--- src/rtl/mux2x1_pkg.sv ---
// Shared constants for the mux2x1 slice: default widths and the counter saturation limit.
// Used by the top, its interface and the optional transition counter (MUX2X1_SEL_CNT_EN).
package mux2x1_pkg;

    localparam int DEFAULT_WIDTH = 4;
    localparam int DEFAULT_CNT_W = 8;

    // Saturation limit of the default-width transition counter.
    localparam int SAT_MAX = (1 << DEFAULT_CNT_W) - 1;

    // All-ones value for an arbitrary counter width (valid up to 31 bits).
    function automatic logic [31:0] sat_max(input int cnt_w);
        return (32'd1 << cnt_w) - 32'd1;
    endfunction

endpackage : mux2x1_pkg

--- src/rtl/mux2x1_if.sv ---
// Bus bundle for mux2x1: switch-side inputs A/B/S and the LED-side outputs.
// sel_changes only carries live data when MUX2X1_SEL_CNT_EN is defined.
interface mux2x1_if
    import mux2x1_pkg::*;
#(
    parameter int WIDTH = DEFAULT_WIDTH,
    parameter int CNT_W = DEFAULT_CNT_W
);

    logic [WIDTH-1:0] A;
    logic [WIDTH-1:0] B;
    logic             S;
    logic [WIDTH-1:0] F;
    logic [WIDTH-1:0] F_q;
    logic             S_q;
    logic [CNT_W-1:0] sel_changes;

    modport master (
        output A,
        output B,
        output S,
        input  F,
        input  F_q,
        input  S_q,
        input  sel_changes
    );

    modport slave (
        input  A,
        input  B,
        input  S,
        output F,
        output F_q,
        output S_q,
        output sel_changes
    );

endinterface : mux2x1_if

--- src/rtl/mux2x1_sat_cnt.sv ---
// Saturating count of select-line transitions, enabled one edge after reset release.
// Only instantiated by mux2x1 when MUX2X1_SEL_CNT_EN is defined.
module mux2x1_sat_cnt
    import mux2x1_pkg::*;
#(
    parameter int CNT_W = DEFAULT_CNT_W
) (
    input  logic             clk,
    input  logic             rst_n,
    input  logic             i_sel,
    input  logic             i_sel_q,
    output logic [CNT_W-1:0] o_count
);

    localparam logic [CNT_W-1:0] CNT_MAX = CNT_W'(sat_max(CNT_W));

    logic             r_primed;
    logic [CNT_W-1:0] r_count;
    logic             w_toggle;
    logic             w_at_max;

    // i_sel_q is the select sampled at the previous edge, so this compares sampled values only.
    assign w_toggle = r_primed && (i_sel != i_sel_q);
    assign w_at_max = (r_count == CNT_MAX);

    always_ff @(posedge clk) begin
        if (!rst_n) begin
            r_primed <= 1'b0;
            r_count  <= '0;
        end else begin
            r_primed <= 1'b1;
            if (w_toggle && !w_at_max) begin
                r_count <= r_count + 1'b1;
            end
        end
    end

    assign o_count = r_count;

endmodule : mux2x1_sat_cnt

--- src/rtl/mux2x1.sv ---
// Two-input word mux with combinational F, registered F_q/S_q and an optional
// saturating select-transition counter compiled in by MUX2X1_SEL_CNT_EN.
module mux2x1
    import mux2x1_pkg::*;
#(
    parameter int WIDTH = DEFAULT_WIDTH,
    parameter int CNT_W = DEFAULT_CNT_W
) (
    input logic     clk,
    input logic     rst_n,
    mux2x1_if.slave bus
);

    logic [WIDTH-1:0] w_f;
    logic [WIDTH-1:0] r_f_q;
    logic             r_s_q;
    logic [CNT_W-1:0] w_sel_changes;

    // An unknown select propagates as all-X rather than merging A and B.
    always_comb begin
        w_f = 'x;
        case (bus.S)
            1'b0:    w_f = bus.A;
            1'b1:    w_f = bus.B;
            default: w_f = 'x;
        endcase
    end

    always_ff @(posedge clk) begin
        if (!rst_n) begin
            r_f_q <= '0;
            r_s_q <= 1'b0;
        end else begin
            r_f_q <= w_f;
            r_s_q <= bus.S;
        end
    end

`ifdef MUX2X1_SEL_CNT_EN
    mux2x1_sat_cnt #(
        .CNT_W (CNT_W)
    ) u_sat_cnt (
        .clk     (clk),
        .rst_n   (rst_n),
        .i_sel   (bus.S),
        .i_sel_q (r_s_q),
        .o_count (w_sel_changes)
    );
`else
    assign w_sel_changes = '0;
`endif

    assign bus.F           = w_f;
    assign bus.F_q         = r_f_q;
    assign bus.S_q         = r_s_q;
    assign bus.sel_changes = w_sel_changes;

endmodule : mux2x1

--- src/flat_wrapper.sv ---
// flat-port wrapper written by rule: the top's interface ports become plain ports
module mux2x1_flat import mux2x1_pkg::*;
#(
    parameter int WIDTH = DEFAULT_WIDTH,
    parameter int CNT_W = DEFAULT_CNT_W
)
  (clk, rst_n, bus_A, bus_B, bus_S, bus_F, bus_F_q, bus_S_q, bus_sel_changes);
  mux2x1_if #(.WIDTH(WIDTH), .CNT_W(CNT_W)) bus_i ();
  input logic clk;
  input logic rst_n;
  input wire logic [$bits(bus_i.A)-1:0] bus_A;
  input wire logic [$bits(bus_i.B)-1:0] bus_B;
  input wire logic [$bits(bus_i.S)-1:0] bus_S;
  output wire logic [$bits(bus_i.F)-1:0] bus_F;
  output wire logic [$bits(bus_i.F_q)-1:0] bus_F_q;
  output wire logic [$bits(bus_i.S_q)-1:0] bus_S_q;
  output wire logic [$bits(bus_i.sel_changes)-1:0] bus_sel_changes;
  assign bus_i.A = bus_A;
  assign bus_i.B = bus_B;
  assign bus_i.S = bus_S;
  assign bus_F = bus_i.F;
  assign bus_F_q = bus_i.F_q;
  assign bus_S_q = bus_i.S_q;
  assign bus_sel_changes = bus_i.sel_changes;
  mux2x1 #(.WIDTH(WIDTH), .CNT_W(CNT_W)) u_core (.clk(clk), .rst_n(rst_n), .bus(bus_i));
endmodule
--- config.mk ---
export PLATFORM = sky130hd
export DESIGN_NAME = mux2x1_flat
export DESIGN_NICKNAME = d
export VERILOG_FILES = /design/src/rtl/mux2x1_pkg.sv /design/src/rtl/mux2x1_if.sv /design/src/rtl/mux2x1_sat_cnt.sv /design/src/rtl/mux2x1.sv /design/src/flat_wrapper.sv
export SDC_FILE = /design/constraint.sdc
export NUM_CORES = 1
export LEC_CHECK = 0
export CAP_MARGIN = 15
export CELL_PAD_IN_SITES_DETAIL_PLACEMENT = 1
export CELL_PAD_IN_SITES_GLOBAL_PLACEMENT = 1
export CORE_MARGIN = 5
export CORE_UTILIZATION = 17
export CTS_CLUSTER_SIZE = 8
export DETAILED_ROUTE_END_ITERATION = 16
export PLACE_DENSITY_LB_ADDON = 0.08
export SYNTH_ARGS = -nofsm -noshare
export SYNTH_HDL_FRONTEND = slang
export SYNTH_HIERARCHICAL = 1
export SYNTH_SLANG_ARGS = --single-unit
--- constraint.sdc ---
create_clock -name clk -period 1.7 [get_ports clk]
set_input_delay 0.34 -clock clk [delete_from_list [all_inputs] [get_ports clk]]
set_output_delay 0.34 -clock clk [all_outputs]
set_load 0.02 [all_outputs]
==> flow_summary_export.csv <==
group,metric,value,unit
timing,setup_ws,29.5,ps
timing,period_minus_slack,1670,ps
flow_run,cap_viol_max_count,0,
power,p_sw_frac,0.270,
layout,layout-drive-gt1-share,0.200,
layout,finish.instance_area,439,um2
route,num_vias,205,
floorplanning,coreArea,0.00133,mm2
placed_design,buffer_ports.inserted,19,
clocking,clk_pin_slew_worst_paths,40,ps
placed_design,placedInstanceArea,420,um2
route,drc_errors,0,
logic_synthesis,synth_area_per_cell,10.7,um2
setup_path,timing.critical_path.arrival,1330,ps
layout,fin_nets,57,
setup_path,timing.critical_path.to_type,"output pin",
clocking,cts-htree-levels,1,
setup_path,cpPeakStageDelay,390,ps
setup_path,path_max_fanout,2,
setup_path,crit_path_start_kind,"input pin",
clocking,postCtsSetupRepairBufs,0,
timing,max_clock_freq,0.599,GHz
placed_design,place_worst_setup_slack,-535,ps
global_routing,grt_overflow_total,0,
logic_synthesis,mappedNetlistArea,245,um2
outcome,outcome,"finished, final reports clean",
floorplanning,floorplan.die_area,0.00230,mm2
setup_path,cp_cell_sequence,"clkdlybuf4s50_1 -> mux2_2 -> dlygate4sd2_1",
global_routing,grt_pass1_wl,924,um
timing,final_setup_violation_count,0,
layout,n_antenna_cell,0,
power,ir_worst_vdd,0.171,mV
power,power.density,823,mW/mm2
floorplanning,start_util,0.184,
placed_design,gp_congestion,0.646,
logic_synthesis,synthesis.instances,23,
clocking,cts_buffer_depth,2,
power,internal_power,264,uW
hold_path,hp_class,"input pin to register",
route,firstDrtPassIters,2,
logic_synthesis,ys_ff_latch,5,
setup_path,setup.worst_path.class,"input pin to output pin",
route,totalWireLength,682,um
clocking,tritoncts_clock_tree,"yes",
timing,report.final.hold_viol_count,0,
route,initialDrtViolationCount,1,
setup_path,required,1360,ps
layout,layout_area_growth_over_synthesis,79.1,%
global_routing,number_of_global_route_vias_before_repair,206,
power,static-leakage-power,0.000194,uW
power,switchingPower,97.4,uW
floorplanning,rows,13,
global_routing,number_of_antenna_violations_at_the_first_check_in_global_routing,0,
timing,hold_slack,430,ps
power,comb_power_share,0.279,
route,postRouteAntennaNets,0,
floorplanning,die_w,48.0,um
logic_synthesis,ys_warn_count,6,
power,share_clk_of_total_power,0.369,
floorplanning,boundary_pins,28,
timing,post-route-period-util,0.983,
logic_synthesis,seq_area_frac_synth,0.408,
setup_path,crit_buf_inv,2,
floorplanning,die_y,48.0,um
logic_synthesis,yosysUniqueCellTypes,7,
timing,slew_violations,0,
setup_path,critPathTopFamily,"buffers and inverters",
clocking,cts-buffers-inserted,3,
power,power_frac_seq,0.352,
setup_path,cp_slowest_cell,"clkdlybuf4s50_1",
clocking,sink_count_of_the_clock_tree,5,
clocking,cts.root.buffer_cell,"clkbuf_4",
global_routing,grt_util_all_layers,0.0656,
timing,grt_setup_unrepaired,"false",
route,wire_per_inst,11.4,um
global_routing,largest_net_degree_at_the_start_of_global_routing,6,
route,detail_route.vias_per_cell,3.42,
sequential cells by signal, indices dropped and copies added, names as in the netlist:
register,cells
u_core/bus.F_q,4
u_core/bus.S_q,1
area by class of cell:
type,count,area [um2]
multi-input combinational,17,111
fill,165,895
clock buffer,4,26.3
sequential,5,100
tap,15,18.8
timing repair buffer,19,183
through the flow:
step / power, uW / TNS, ps / util / std cells
after CTS: 370 / 0 / 0.331 / 60
final: 361 / 0 / 0.329 / 60
after global routing: 378 / 0 / 0.329 / 60
after floorplan: 194 / 0 / - / 30
after global placement: 237 / -1940 / 0.315 / 56
after detailed placement: 237 / -2050 / 0.315 / 56
power groups by stage:
stage                     logic [uW]  clock network (uW)  registers (uW)
after floorplan                 55.0                   0             139
after global placement           108                   0             129
after detailed placement         108                   0             129
after CTS                        102                 140             127
after global routing             107                 144             127
final                            101                 133             127
what timing repair did:
| action | 4_1_cts | 5_1_grt |
|---|---|---|
| pin swaps | 0 | 0 |
| hold buffers | 0 | 0 |
| resized for setup | 6 | 3 |
| setup endpoints to repair | 4 | 4 |
per-layer routing:
layer	GRT usage	vias to the layer above	share of wire
li1	-	99	-
met1	0.0461	92	0.33
met2	0.127	14	0.59
met3	0.0113	0	0.076
met4	0.0806	0	0
met5	0	-	0
Yosys cell counts:
cell     count  area, um2
and2_1       4       25.0
and2_2       1       7.51
buf_4        8       60.1
conb_1       1       3.75
dfxtp_1      5        100
mux2_2       3       33.8
mux2_4       1       15.0
kinds of logic (layout without fill, tap and decap cells):
group | count (synthesis) | count (layout) | synth area share
buffers and inverters | 8 | 23 | 0.245
flip-flops | 5 | 5 | 0.408
multiplexers | 4 | 4 | 0.199
other | 1 | 8 | 0.0153
AND/OR/NAND/NOR | 5 | 5 | 0.133
final timing paths:
| path | end | startpoint | slack (ps) | cells past startpoint |
|---|---|---|---|---|
| max | bus_F[2] | bus_B[2] | 30 | 3 |
| min | u_core/bus.S_q$_SDFF_PN0_ | bus_S | 430 | 2 |
placed cells by master, fill, tap and decap left out, types with 2 or more instances in the layout:
cell type and count:
mux2_2 3, dfxtp_1 5, clkdlybuf4s50_1 14, and2_1 4, clkdlybuf4s15_1 2, clkbuf_4 3, dlygate4sd2_1 2, conb_1 8
(Power assumes the default switching activity.)
